===== config.mk =====
export PLATFORM = sky130hd
export DESIGN_NAME = ff_share_arbiter
export DESIGN_NICKNAME = d
export VERILOG_FILES = /design/src/rtl/ff_arb_pkg.sv /design/src/rtl/ff_share_arbiter_rr_pick.sv /design/src/rtl/ff_share_arbiter.sv
export SDC_FILE = /design/constraint.sdc
export NUM_CORES = 1
export LEC_CHECK = 0
export ABC_AREA = 1
export ABC_CLOCK_PERIOD_IN_PS = 1700
export BUFFER_PORTS_ARGS = -buffer_cell sky130_fd_sc_hd__buf_2
export CAP_MARGIN = 20
export CORE_MARGIN = 2
export CORE_UTILIZATION = 40
export CTS_CLUSTER_DIAMETER = 120
export DETAILED_ROUTE_END_ITERATION = 16
export HOLD_SLACK_MARGIN = 0.1
export PLACE_DENSITY = 0.74
export SYNTH_ARGS = -nofsm -noshare
export SYNTH_HDL_FRONTEND = slang
export SYNTH_SLANG_ARGS = --single-unit

===== constraint.sdc =====
create_clock -name CLK -period 1.7 [get_ports CLK]
set_input_delay 0.085 -clock CLK [delete_from_list [all_inputs] [get_ports CLK]]
set_output_delay 0.085 -clock CLK [all_outputs]
set_load 0.005 [all_outputs]

===== src/rtl/ff_arb_pkg.sv =====
// ---------------------------------------------------------------------------
// ff_arb_pkg
// Shared definitions for the float-to-fixed coprocessor arbiter:
//   - arb_state_t : sequencer state encoding (IDLE, START, WAIT, CLEAR)
//   - FF_DATA_W   : default operand/result width
//   - FF_TIMEOUT  : default number of WAIT cycles before a conversion is aborted
//   - FF_N_REQ    : default number of requesters
// ---------------------------------------------------------------------------
package ff_arb_pkg;

   typedef enum logic [1:0] {
      IDLE  = 2'd0,
      START = 2'd1,
      WAIT  = 2'd2,
      CLEAR = 2'd3
   } arb_state_t;

   localparam int FF_DATA_W  = 32;
   localparam int FF_TIMEOUT = 64;
   localparam int FF_N_REQ   = 4;

endpackage


===== src/rtl/ff_share_arbiter_rr_pick.sv =====
// ---------------------------------------------------------------------------
// rr_pick
// Combinational round-robin priority select. Returns the first asserted
// request at or after the pointer, wrapping modulo N_REQ.
// Ports:
//   i_req    in  N_REQ  request vector
//   i_rr_ptr in  IDX_W  highest-priority position this round (0..N_REQ-1)
//   o_idx    out IDX_W  selected requester (0 when none)
//   o_valid  out 1      at least one request asserted
// ---------------------------------------------------------------------------
module rr_pick #(
   parameter int N_REQ = 4,
   parameter int IDX_W = $clog2(N_REQ)
) (
   input  logic [N_REQ-1:0] i_req,
   input  logic [IDX_W-1:0] i_rr_ptr,
   output logic [IDX_W-1:0] o_idx,
   output logic             o_valid
);

   int w_pos;

   // NOTE: every output of a combinational block gets a default before any
   // branch; a path that leaves a variable unassigned infers a latch.
   always_comb begin
      o_idx   = '0;
      o_valid = 1'b0;
      w_pos   = 0;
      for (int i = 0; i < N_REQ; i++) begin
         // Walk positions ptr, ptr+1, ... with wrap; the first hit wins.
         w_pos = int'(i_rr_ptr) + i;
         if (w_pos >= N_REQ) begin
            w_pos = w_pos - N_REQ;
         end
         if (!o_valid && i_req[w_pos[IDX_W-1:0]]) begin
            o_valid = 1'b1;
            o_idx   = w_pos[IDX_W-1:0];
         end
      end
   end

endmodule


===== src/rtl/ff_share_arbiter.sv =====
// ---------------------------------------------------------------------------
// ff_share_arbiter
// Shares one float-to-fixed conversion unit between N_REQ requesters with
// round-robin arbitration. Sequence per request: latch operand (GNT), drive
// BEGIN until ACK or timeout, return result (DONE, ERR on timeout), then pulse
// the unit's FSM reset. Every output is registered.
// Ports:
//   CLK, RST       clock, synchronous active-high reset
//   REQ            per-requester request level, held until GNT
//   FLOAT_IN       packed operands, requester i at [i*DATA_W +: DATA_W]
//   GNT            one-hot pulse: that requester's operand was latched
//   DONE           one-hot pulse: RESULT_OUT valid for that requester
//   RESULT_OUT     captured result, held until the next DONE
//   ERR            pulse with DONE when the conversion timed out
//   BUSY           high whenever the sequencer is not IDLE
//   F              operand to the conversion unit
//   BEGIN_FSM_FF   start to the conversion unit
//   RST_FSM_FF     FSM reset to the conversion unit
//   ACK_FF         conversion-done from the unit
//   RESULT_IN      fixed-point result from the unit
// ---------------------------------------------------------------------------
module ff_share_arbiter
   import ff_arb_pkg::*;
#(
   parameter int N_REQ   = FF_N_REQ,
   parameter int DATA_W  = FF_DATA_W,
   parameter int TIMEOUT = FF_TIMEOUT
) (
   input  logic                      CLK,
   input  logic                      RST,
   input  logic [N_REQ-1:0]          REQ,
   input  logic [N_REQ*DATA_W-1:0]   FLOAT_IN,
   output logic [N_REQ-1:0]          GNT,
   output logic [N_REQ-1:0]          DONE,
   output logic [DATA_W-1:0]         RESULT_OUT,
   output logic                      ERR,
   output logic                      BUSY,
   output logic [DATA_W-1:0]         F,
   output logic                      BEGIN_FSM_FF,
   output logic                      RST_FSM_FF,
   input  logic                      ACK_FF,
   input  logic [DATA_W-1:0]         RESULT_IN
);

   localparam int IDX_W = $clog2(N_REQ);
   localparam int CNT_W = $clog2(TIMEOUT);

   arb_state_t        r_state, w_state_nxt;
   logic [IDX_W-1:0]  r_ptr, w_ptr_nxt;
   logic [IDX_W-1:0]  r_idx, w_idx_nxt;
   logic [CNT_W-1:0]  r_cnt, w_cnt_nxt;
   logic [N_REQ-1:0]  r_gnt, w_gnt_nxt;
   logic [N_REQ-1:0]  r_done, w_done_nxt;
   logic              r_err, w_err_nxt;
   logic              r_busy, w_busy_nxt;
   logic              r_begin, w_begin_nxt;
   logic              r_rst_fsm, w_rst_fsm_nxt;
   logic [DATA_W-1:0] r_f, w_f_nxt;
   logic [DATA_W-1:0] r_result, w_result_nxt;

   logic [IDX_W-1:0]  w_pick_idx;
   logic              w_pick_valid;
   logic [DATA_W-1:0] w_ops [N_REQ];

   for (genvar g = 0; g < N_REQ; g++) begin : g_unpack
      assign w_ops[g] = FLOAT_IN[g*DATA_W +: DATA_W];
   end

   rr_pick #(
      .N_REQ (N_REQ),
      .IDX_W (IDX_W)
   ) u_rr_pick (
      .i_req    (REQ),
      .i_rr_ptr (r_ptr),
      .o_idx    (w_pick_idx),
      .o_valid  (w_pick_valid)
   );

   // Each state's visible action is registered on the edge that leaves it:
   // GNT on leaving IDLE, BEGIN on leaving START, DONE on leaving WAIT and
   // the unit's FSM reset on leaving CLEAR.
   always_comb begin
      w_state_nxt   = r_state;
      w_ptr_nxt     = r_ptr;
      w_idx_nxt     = r_idx;
      w_cnt_nxt     = r_cnt;
      w_gnt_nxt     = '0;
      w_done_nxt    = '0;
      w_err_nxt     = 1'b0;
      w_begin_nxt   = r_begin;
      w_rst_fsm_nxt = 1'b0;
      w_f_nxt       = r_f;
      w_result_nxt  = r_result;

      case (r_state)
         IDLE: begin
            if (w_pick_valid) begin
               w_gnt_nxt[w_pick_idx] = 1'b1;
               w_f_nxt               = w_ops[w_pick_idx];
               w_idx_nxt             = w_pick_idx;
               w_state_nxt           = START;
            end
         end
         START: begin
            w_begin_nxt = 1'b1;
            w_cnt_nxt   = '0;
            w_state_nxt = WAIT;
         end
         WAIT: begin
            // ACK is tested first so it wins over a simultaneous timeout.
            if (ACK_FF) begin
               w_result_nxt        = RESULT_IN;
               w_done_nxt[r_idx]   = 1'b1;
               w_begin_nxt         = 1'b0;
               w_state_nxt         = CLEAR;
            end else if (r_cnt == CNT_W'(TIMEOUT - 1)) begin
               w_result_nxt        = '0;
               w_done_nxt[r_idx]   = 1'b1;
               w_err_nxt           = 1'b1;
               w_begin_nxt         = 1'b0;
               w_state_nxt         = CLEAR;
            end else begin
               w_cnt_nxt = r_cnt + 1'b1;
            end
         end
         CLEAR: begin
            w_rst_fsm_nxt = 1'b1;
            w_ptr_nxt     = (r_idx == IDX_W'(N_REQ - 1)) ? '0 : r_idx + 1'b1;
            w_state_nxt   = IDLE;
         end
         default: begin
            w_state_nxt = IDLE;
         end
      endcase

      w_busy_nxt = (w_state_nxt != IDLE);
   end

   // NOTE: sequential state uses non-blocking assignments so every register
   // samples pre-edge values regardless of statement order.
   always_ff @(posedge CLK) begin
      if (RST) begin
         r_state   <= IDLE;
         r_ptr     <= '0;
         r_idx     <= '0;
         r_cnt     <= '0;
         r_gnt     <= '0;
         r_done    <= '0;
         r_err     <= 1'b0;
         r_busy    <= 1'b0;
         r_begin   <= 1'b0;
         r_f       <= '0;
         r_result  <= '0;
         // Hold the conversion unit in reset alongside this block.
         r_rst_fsm <= 1'b1;
      end else begin
         r_state   <= w_state_nxt;
         r_ptr     <= w_ptr_nxt;
         r_idx     <= w_idx_nxt;
         r_cnt     <= w_cnt_nxt;
         r_gnt     <= w_gnt_nxt;
         r_done    <= w_done_nxt;
         r_err     <= w_err_nxt;
         r_busy    <= w_busy_nxt;
         r_begin   <= w_begin_nxt;
         r_f       <= w_f_nxt;
         r_result  <= w_result_nxt;
         r_rst_fsm <= w_rst_fsm_nxt;
      end
   end

   assign GNT          = r_gnt;
   assign DONE         = r_done;
   assign RESULT_OUT   = r_result;
   assign ERR          = r_err;
   assign BUSY         = r_busy;
   assign F            = r_f;
   assign BEGIN_FSM_FF = r_begin;
   assign RST_FSM_FF   = r_rst_fsm;

endmodule


==> qor.csv, run 1 <==
stage,metric,value,unit
route,drc violations,0,
route,Final ANT Viol Nets,0,
logic_synthesis,area share of the largest cell type after synthesis,34.8,%
logic_synthesis,Mapped Avg Cell Area,6.20,um2
status,status,"complete, but fails checks",
global_routing,initial antenna violation count,0,
logic_synthesis,Post-synth top cells,"nand2_1 (344), dfxtp_1 (88), nor2_1 (76), nand4_1 (67), inv_1 (56)",
placed_design,DPL Wire Length,11.4,mm
worst_setup_path,WS Path Type,register to register,
timing,post-route minimum period,1880,ps
finish,layout cells sized above 1,33.3,%
timing,"Slew Viols, Final",0,
floorplanning,Core Rows,41,
cts,CTS Buf Count,9,
finish,Reg area,1770,um2
global_routing,total track usage,25.1,%
global_routing,grt total ovfl,0,
finish,Multi-input gate area,2890,um2
global_routing,vias in the first global route,5538,
logic_synthesis,synthesized instance count,815,
cts,clock-pin slew of the registers on the worst-case setup and hold paths,70,ps
worst_setup_path,Critical Path RT,1940,ps
route,DRT Wirelength,18.8,mm
logic_synthesis,sequential area share after synthesis,34.8,%
timing,Clock Skew,6.36,ps
status,violated checks,negative setup slack,
placed_design,dpl cell area,6540,um2
logic_synthesis,Post-synth ARST share,0,%
logic_synthesis,Post-Syn Nets,992,
logic_synthesis,mapped cell area,5060,um2
worst_setup_path,CP max FO,9,
finish,ANT cells,0,
placed_design,pre-CTS WS,-329,ps
timing,Final Cycle Share,110,%
floorplanning,Initial Util,40.6,%
timing,final hold violations,0,
timing,"Setup violations, final",36,
global_routing,first-pass GRT wire length,26.8,mm
timing,Worst-Margin Slew,490,ps
cts,htree depth,3,
global_routing,largest net degree at the start of global routing,44,
cts,CTS tree,built,
finish,"Design Area, Final",7820,um2
floorplanning,Core Region,12500,um2
finish,"Area growth, synth to finish",54.6,%
cts,Clock Tree Buf Depth,2,
logic_synthesis,Synth cell types,30,
power_and_ir_drop,Pwr Density,827,nW/um2
timing,Rel. slew slack,67.4,%
placed_design,Inst Count DP,1208,
logic_synthesis,most common cell in the netlist,nand2_1,
power_and_ir_drop,Pleak,4.24,nW
cts,CTS root buf,clkbuf_16,
timing,Min Hold Slack,106,ps
placed_design,RePlAce Congestion,0.848,
power_and_ir_drop,peak supply drop,481,uV
floorplanning,die height,116,um
worst_setup_path,startpoint types,register,
route,DRT Pass-1 Iters,6,
floorplanning,die width,116,um
finish,Post-layout nets,1278,
logic_synthesis,Yosys top cell by area,dfxtp_1,
run,Max Cap Violations,0,
route,drt wl/cell,14.7,um
finish,final design utilization,62.7,%
timing,RSZ-0062 raised after global routing,yes,
placed_design,PortBufs,242,
finish,Filler cells,1178,
cts,"Clk Latency, worst-skew pair",350,ps
logic_synthesis,synth top area cells,"dfxtp_1 (35%), nand2_1 (26%), nand4_1 (8.3%)",
worst_setup_path,r2r setup slk,-180,ps
worst_setup_path,CP arrival,2120,ps
logic_synthesis,Ys Warns,0,
worst_setup_path,CP Capture Type,register,
timing,setup ws final,-176,ps
logic_synthesis,Seq cells post-synth,88,
finish,Post-Layout Cell Count,1277,
min_path,Hold Crit Class,input port to register,
route,post-DR vias/cell,5.00,
cts,CTS Sinks,88,
logic_synthesis,Most used DFF post-synth,dfxtp_1,
route,initial DRC count,427,
timing,Peak Freq,533,MHz
floorplanning,Die Area,13600,um2
floorplanning,# IOs,243,
logic_synthesis,"EDFF count, synth",0,
route,via count,6389,
[registers in the layout, summed over array words and instances, names as in the netlist]
| signal | cells |
|---|---|
| r_idx | 2 |
| r_cnt | 6 |
| BEGIN_FSM_FF | 1 |
| r_ptr | 2 |
| F | 32 |
| ERR | 1 |
| RST_FSM_FF | 1 |
| DONE | 4 |
| RESULT_OUT | 32 |
| r_state | 2 |
| BUSY | 1 |
| GNT | 4 |
[routing by layer]
| layer | part of all wire [%] | wire length [um] | track usage, % |
|---|---|---|---|
| met5 | 0 | 0 | 0 |
| met3 | 8.7 | 1640 | 5.55 |
| met4 | 2.2 | 415 | 9.29 |
| met1 | 40 | 7520 | 30.8 |
| met2 | 49 | 9220 | 43.3 |
[cells by family (layout without fill, tap and decap cells)]
| group | count (synthesis) | in the layout | share of synthesized area [%] |
|---|---|---|---|
| XOR/XNOR | 2 | 2 | 0.347 |
| adder cells (fa/ha/maj) | 10 | 10 | 2.47 |
| buffers and inverters | 119 | 409 | 11.1 |
| AO/OA/AOI/OAI | 50 | 50 | 5.15 |
| flip-flops | 88 | 88 | 34.8 |
| AND/OR/NAND/NOR | 546 | 546 | 46.1 |
[placed cells by master (no fill, tap or decap), types with 3 or more instances in the layout]
cell,n
nand2_1,322
buf_2,242
dfxtp_1,84
nor2_1,74
nand4_1,67
inv_1,55
a21oi_1,39
dlygate4sd3_1,35
nand3_1,33
nand2_2,23
buf_4,22
clkbuf_16,15
buf_12,13
ha_1,9
nand3_2,8
buf_6,7
nor3_1,6
inv_2,5
buf_16,4
inv_6,3
o21ai_2,3
o21ai_0,3
dfxtp_4,3
[where the power goes]
group / switching, mW / internal [mW]
combinational: 1.10 / 0.975
sequential: 0.102 / 2.23
clock: 0.883 / 1.18
total: 2.08 / 4.39
[worst max-delay path, cell delays in order, from the launching register on]
cell     delay (ps)
dfxtp_4         380
buf_6           130
nand2_2          50
nand2_2          80
nand2_2          60
nand2_2          60
nor2_4          140
nand3_4         130
buf_12          190
buf_12          150
nand4_1          80
nand2_1          80
nand2_2          60
nand3_2          70
nand2_1          60
inv_1            30
[worst paths after layout]
path                                startpoint             end  cells past startpoint
worst max-delay path                  r_ptr[0]           F[15]                     15
worst min-delay path              FLOAT_IN[85]           F[21]                      7
worst max register to register        r_ptr[0]           F[15]                     15
worst min register to register  RESULT_OUT[29]  RESULT_OUT[29]                      2
[stage by stage]
step,power (mW),TNS (ps)
after CTS,6.39,-3860
final,6.47,-5050
after detailed placement,4.06,-9240
after global placement,4.05,-6800
after floorplan,3.40,-55.4
after global routing,6.83,-9970
[layout make-up]
cell class                      count  area share (%)
Tap cell                          172            2.75
Clock buffer                       10            3.06
Clock inverter                      5           0.816
Timing Repair Buffer              332            30.6
Sequential cell                    88            22.7
Inverter                           62            3.14
Multi-Input combinational cell    608            37.0
[what timing repair did]
action / in CTS / in global routing
resized for setup: 45 / 43
hold buffers: 35 / 0
pin swaps: 3 / 29
hold endpoints to repair: 36 / 0
buffers inserted: 8 / 2
gates cloned: 5 / 6
endpoints found under the setup margin: 47 / 78
(Power assumes the default switching activity.)
==> run 2: changes to the inputs <==
--- a/config.mk
+++ b/config.mk
@@ -15,6 +15,7 @@
 export DETAILED_ROUTE_END_ITERATION = 16
 export HOLD_SLACK_MARGIN = 0.1
 export PLACE_DENSITY = 0.74
+export SKIP_CTS_REPAIR_TIMING = 1
 export SYNTH_ARGS = -nofsm -noshare
 export SYNTH_HDL_FRONTEND = slang
 export SYNTH_SLANG_ARGS = --single-unit
==> run 2 against run 1 <==
Compared with the run above: first-iteration DRC count rose by 5.6%; non-clock buffer count shrank 10; sequential power is essentially flat; die area unchanged; design area shrank 3.5%; the flow still finishes with violations (negative setup slack); largest cell class unchanged; highest routed layer unchanged; fmax down 1.9%; power shrank 1.6%.
==> qor.csv, run 2 (synthesis gave the netlist of run 1 again) <==
stage,metric,value,unit,change
worst_setup_path,crit path from,r_ptr[0],,
power_and_ir_drop,Pleak,4.12,nW,-2.9%
worst_setup_path,critical path's most frequent cell,nand2_2,,
global_routing,initial antenna violation count,0,,unchanged
worst_setup_path,FF-to-FF End,GNT[0],,
power_and_ir_drop,peak supply drop,479,uV,-0.51%
finish,Filler cells,1221,,+3.7%
worst_setup_path,CP Buf/Inv Count,3,,-1
min_path,Hold Crit Class,input port to register,,
cts,Clock Tree Buf Depth,2,,unchanged
global_routing,first-pass GRT wire length,23.8,mm,-11%
placed_design,RePlAce Congestion,0.848,,unchanged
route,DRT Pass-1 Iters,6,,unchanged
finish,"Area growth, synth to finish",49.2,%,
global_routing,vias in the first global route,5020,,-9.4%
global_routing,largest net degree at the start of global routing,44,,unchanged
finish,"Design Area, Final",7550,um2,-3.5%
timing,Final Cycle Share,113,%,+2.2 points
floorplanning,die width,116,um,unchanged
worst_setup_path,critical path's largest stage delay,390,ps,about the same
timing,Peak Freq,523,MHz,-1.9%
floorplanning,Core Rows,41,,unchanged
worst_setup_path,Critical Path RT,1950,ps,about the same
route,DRT Wirelength,17.9,mm,-4.7%
worst_setup_path,"Cell Chain, Critical Path",buf_6 -> nand2_2 -> nand2_1 -> nand2_2 -> nand2_2 -> nor2_4 -> nand3_4 -> nand3_4 -> buf_6 -> inv_2 -> nor3_1,,
worst_setup_path,cell depth of the worst setup path,11,,-4
run,Max Cap Violations,0,,unchanged
finish,"commonest non-fill, non-tap cell in the layout",nand2_1,,
placed_design,PortBufs,242,,unchanged
cts,CTS Buf Count,9,,unchanged
timing,total negative slack,-6190,ps,-1140 ps
worst_setup_path,WS Path Type,register to register,,
finish,Post-Layout Cell Count,1268,,-0.70%
route,via count,6236,,-2.4%
timing,final hold violations,0,,unchanged
worst_setup_path,worst r2r path cells,11,,-4
timing,Worst-Margin Slew,505,ps,+15.3 ps
route,drt wl/cell,14.1,um,-4.0%
finish,Multi-input gate area,2870,um2,-0.74%
timing,Rel. slew slack,66.3,%,-1.0 points
cts,"Clk Latency, worst-skew pair",350,ps,about the same
floorplanning,die height,116,um,unchanged
placed_design,pre-CTS WS,-329,ps,unchanged
timing,RSZ-0062 raised after global routing,yes,,
floorplanning,Initial Util,40.6,%,unchanged
worst_setup_path,CP arrival,2160,ps,+40 ps
worst_setup_path,startpoint types,register,,
worst_setup_path,CP top delay family,simple AND/OR/NAND/NOR gates,,
finish,Reg area,1770,um2,-0.21%
global_routing,total track usage,22.2,%,-2.9 points
floorplanning,Core Region,12500,um2,unchanged
finish,most frequent cells in the layout,"nand2_1 (327), buf_2 (242), dfxtp_1 (85), nor2_1 (73), nand4_1 (67)",,
route,post-DR vias/cell,4.92,,-1.7%
finish,ANT cells,0,,unchanged
cts,CTS root buf,clkbuf_16,,
timing,setup ws final,-213,ps,-37.1 ps
floorplanning,Die Area,13600,um2,unchanged
worst_setup_path,r2r setup slk,-210,ps,-40 ps
timing,"Slew Viols, Final",0,,unchanged
cts,htree depth,3,,unchanged
worst_setup_path,Critical-path top delay cell,dfxtp_4,,
status,violated checks,negative setup slack,,
finish,layout cells sized above 1,31.8,%,-1.5 points
worst_setup_path,CP max FO,10,,+1
timing,post-route minimum period,1910,ps,+37.1 ps
worst_setup_path,CP Capture Type,register,,
worst_setup_path,Setup crit end,GNT[0],,
cts,CTS Sinks,88,,unchanged
worst_setup_path,RR Startpoint,r_ptr[0],,
power_and_ir_drop,Pwr Density,844,nW/um2,+2.0%
global_routing,grt total ovfl,0,,unchanged
timing,Clock Skew,6.51,ps,+0.153 ps
route,initial DRC count,451,,+5.6%
placed_design,Inst Count DP,1208,,unchanged
route,drc violations,0,,unchanged
route,Final ANT Viol Nets,0,,unchanged
cts,CTS tree,built,,
timing,"Setup violations, final",41,,+14%
cts,clock-pin slew of the registers on the worst-case setup and hold paths,70,ps,about the same
placed_design,dpl cell area,6540,um2,unchanged
status,status,"complete, but fails checks",,
finish,Post-layout nets,1269,,-0.70%
placed_design,DPL Wire Length,11.4,mm,unchanged
floorplanning,# IOs,243,,unchanged
run 2: worst min path at each step:
stage,cells after the start,to,from,slack [ps]
final,7,F[21],FLOAT_IN[85],110
after global routing,7,F[22],FLOAT_IN[86],140
after CTS,2,ERR,ACK_FF,-50
after detailed placement,2,ERR,ACK_FF,320
after global placement,2,ERR,ACK_FF,310
after floorplan,1,ERR,ACK_FF,160
run 2: area by class of cell:
type / count / area share (%)
Multi-Input combinational cell: 609 / 38.0
Timing Repair Buffer: 322 / 28.4
Sequential cell: 88 / 23.5
Inverter: 62 / 3.22
Clock buffer: 10 / 3.17
Tap cell: 172 / 2.85
Clock inverter: 5 / 0.846
run 2: worst reg2reg max path: stages (launching register included):
cell	delay, ps
dfxtp_4	390
buf_6	140
nand2_2	50
nand2_1	60
nand2_2	70
nand2_2	60
nor2_4	160
nand3_4	190
nand3_4	190
buf_6	190
inv_2	60
nor3_1	260
run 2: layer usage:
layer / GRT usage [%] / vias to the layer above / wire length (um)
met3: 5.45 / 27 / 1480
met4: 8.17 / 0 / 339
li1: - / 3154 / -
met1: 27.5 / 2783 / 7540
met2: 37.4 / 272 / 8550
met5: 0 / - / 0
run 2: report_power, final:
group / switching, mW / internal, mW / total (mW) / leakage [nW]
clock network: 0.887 / 1.19 / 2.07 / 0.146
registers: 0.0994 / 2.23 / 2.33 / 0.722
logic: 1.06 / 0.906 / 1.97 / 3.25
total: 2.05 / 4.32 / 6.37 / 4.12
run 2: metrics by stage:
stage / util (%) / power, mW / hold slack (ps)
after floorplan: - / 3.40 / 161
after global placement: 52.4 / 4.05 / 315
after detailed placement: 52.4 / 4.06 / 319
after CTS: 54.9 / 6.14 / -52.0
after global routing: 60.5 / 6.73 / 142
final: 60.5 / 6.37 / 105
==> run 3: changes to the inputs <==
--- a/config.mk
+++ b/config.mk
@@ -6,7 +6,7 @@
 export NUM_CORES = 1
 export LEC_CHECK = 0
 export ABC_AREA = 1
-export ABC_CLOCK_PERIOD_IN_PS = 1700
+export ABC_CLOCK_PERIOD_IN_PS = 2100
 export BUFFER_PORTS_ARGS = -buffer_cell sky130_fd_sc_hd__buf_2
 export CAP_MARGIN = 20
 export CORE_MARGIN = 2
@@ -14,7 +14,7 @@
 export CTS_CLUSTER_DIAMETER = 120
 export DETAILED_ROUTE_END_ITERATION = 16
 export HOLD_SLACK_MARGIN = 0.1
-export PLACE_DENSITY = 0.74
+export PLACE_DENSITY = 0.71
 export SKIP_CTS_REPAIR_TIMING = 1
 export SYNTH_ARGS = -nofsm -noshare
 export SYNTH_HDL_FRONTEND = slang
==> constraint.sdc (replaced) <==
create_clock -name CLK -period 2.1 [get_ports CLK]
set_input_delay 0.105 -clock CLK [delete_from_list [all_inputs] [get_ports CLK]]
set_output_delay 0.105 -clock CLK [all_outputs]
set_load 0.005 [all_outputs]
==> run 3 against run 2 <==
Compared with the run above: the run now ends clean; sequential share of layout area is 1.6 points higher; cell count is 2.4% lower; count of clock-buffer cells in the layout stayed put; fmax is 1.8% higher; first-iteration DRC count is 10% lower; combinational power is 30% lower; die area stayed put; routed wire length is 11% lower; critical path type unchanged; highest routed layer is now met5.
==> qor.csv, run 3 (synthesis gave the netlist of run 1 again) <==
stage,metric,value,unit,change
worst_setup_path,WS Path Type,register to register,,
worst_setup_path,Critical Path RT,2340,ps,+390 ps
finish,"commonest non-fill, non-tap cell in the layout",nand2_1,,
status,status,finished clean,,
floorplanning,Core Rows,41,,unchanged
finish,ANT cells,0,,unchanged
global_routing,vias in the first global route,5010,,-0.20%
floorplanning,Core Region,12500,um2,unchanged
worst_setup_path,CP arrival,2120,ps,-40 ps
route,DRT Wirelength,15.9,mm,-11%
cts,CTS root buf,clkbuf_16,,
timing,post-route minimum period,1880,ps,-34.7 ps
placed_design,RePlAce Congestion,0.854,,+0.71%
cts,CTS tree,built,,
route,DRT Pass-1 Iters,4,,-2
global_routing,largest net degree at the start of global routing,72,,+64%
run,Max Cap Violations,0,,unchanged
global_routing,first-pass GRT wire length,23.5,mm,-1.4%
floorplanning,die height,116,um,unchanged
cts,"Clk Latency, worst-skew pair",330,ps,-20 ps
timing,final hold violations,0,,unchanged
finish,Post-layout nets,1238,,-2.4%
floorplanning,# IOs,243,,unchanged
global_routing,grt total ovfl,0,,unchanged
cts,Clock Tree Buf Depth,2,,unchanged
floorplanning,Initial Util,40.6,%,unchanged
finish,"Area growth, synth to finish",39.2,%,
route,drc violations,0,,unchanged
floorplanning,die width,116,um,unchanged
power_and_ir_drop,Pwr Density,694,nW/um2,-18%
power_and_ir_drop,Pint,3.34,mW,-23%
power_and_ir_drop,Pleak,3.88,nW,-5.8%
power_and_ir_drop,sequential power share,38.5,%,+1.9 points
cts,clock-pin slew of the registers on the worst-case setup and hold paths,70,ps,about the same
timing,total negative slack,0,ps,+6190 ps
global_routing,initial antenna violation count,2,,+2
timing,RSZ-0062 raised after global routing,no,,
route,via count,5957,,-4.5%
cts,CTS Buf Count,9,,unchanged
placed_design,PortBufs,242,,unchanged
placed_design,pre-CTS WS,36.5,ps,+366 ps
route,drt wl/cell,12.9,um,-8.8%
placed_design,DPL Wire Length,10.7,mm,-6.3%
finish,most frequent cells in the layout,"nand2_1 (343), buf_2 (242), dfxtp_1 (86), nor2_1 (76), nand4_1 (67)",,
timing,"Setup violations, final",0,,-100%
global_routing,total track usage,21.6,%,-0.62 points
timing,Worst-Margin Slew,353,ps,-152 ps
route,Final ANT Viol Nets,0,,unchanged
power_and_ir_drop,Clk pwr share,33.4,%,+0.9 points
worst_setup_path,startpoint types,register,,
worst_setup_path,CP max FO,42,,+32
worst_setup_path,CP Capture Type,register,,
finish,layout cells sized above 1,27.2,%,-4.6 points
timing,"Slew Viols, Final",0,,unchanged
timing,Min Hold Slack,135,ps,+30.1 ps
timing,Final Cycle Share,89.4,%,-23 points
power_and_ir_drop,Net Sw Frac,31.6,%,-0.57 points
timing,Peak Freq,532,MHz,+1.8%
cts,htree depth,3,,unchanged
timing,Clock Skew,5.81,ps,-0.705 ps
route,post-DR vias/cell,4.81,,-2.2%
power_and_ir_drop,peak supply drop,425,uV,-11%
timing,Rel. slew slack,76.4,%,+10 points
route,initial DRC count,405,,-10%
floorplanning,Die Area,13600,um2,unchanged
power_and_ir_drop,P_sw,1.54,mW,-25%
power_and_ir_drop,Logic pwr share,28.1,%,-2.8 points
min_path,Hold Crit Class,input port to register,,
cts,CTS Sinks,88,,unchanged
timing,setup ws final,222,ps,+435 ps
==> run 3: cell types whose count changed in the layout (fill, tap and decap cells not counted), sizes merged <==
| cell | previous run | this run |
|---|---|---|
| clkinvlp | 1 | 2 |
| buf | 283 | 259 |
| clkbuf | 16 | 10 |
| nand3 | 44 | 43 |
==> run 3: layout make-up <==
type	instances	area, um2
fill	1241	5430
multi-input combinational	608	2740
timing repair buffer	292	1790
sequential	88	1770
inverter	62	235
clock buffer	10	229
tap	172	215
clock inverter	6	67.6
==> run 3: worst paths after layout <==
path         slack, ps           start  cells past startpoint              to
max                220        r_ptr[0]                     16           F[10]
min                140    FLOAT_IN[80]                      7           F[16]
max reg2reg        220        r_ptr[0]                     16           F[10]
min reg2reg        460  RESULT_OUT[10]                      2  RESULT_OUT[10]
==> run 3: through the flow <==
step                cell area (um2)  util (%)  total power, mW  std cells
floorplan                      5060         -             2.75        815
global placement               6400      51.3             3.24       1189
detailed placement             6400      51.3             3.24       1189
CTS                            6700      53.7             4.89       1205
global route                   7040      56.4             5.19       1238
finish                         7040      56.4             4.88       1238
==> run 3: worst max-delay path: stages (launching register included) <==
cell     delay, ps
dfxtp_4        410
inv_4           80
nand2_1         60
nand2_1         90
nand2_1         70
nand2_1         50
nand2_1        100
nand2_1         70
nand2_2        120
nand3_2        140
buf_12         200
nand2_1         80
nand2_1         50
nand2_1         70
nand3_1         80
nand2_1         60
inv_1           30
==> run 3: power by group through the flow <==
stage | registers, mW | clock network [mW] | logic (mW)
finish | 1.88 | 1.63 | 1.37
global route | 1.90 | 1.73 | 1.56
CTS | 1.88 | 1.67 | 1.33
detailed placement | 1.92 | 0 | 1.33
global placement | 1.91 | 0 | 1.33
floorplan | 1.92 | 0 | 0.827
==> run 3: layer usage <==
metal | global-route usage [%] | share of wire, % | vias up | wire length [um]
li1 | - | - | 3094 | -
met1 | 26.6 | 42 | 2618 | 6720
met2 | 37.4 | 48 | 222 | 7730
met3 | 5.35 | 8.2 | 19 | 1310
met4 | 6.27 | 1.1 | 4 | 171
met5 | 0 | 0.13 | - | 21
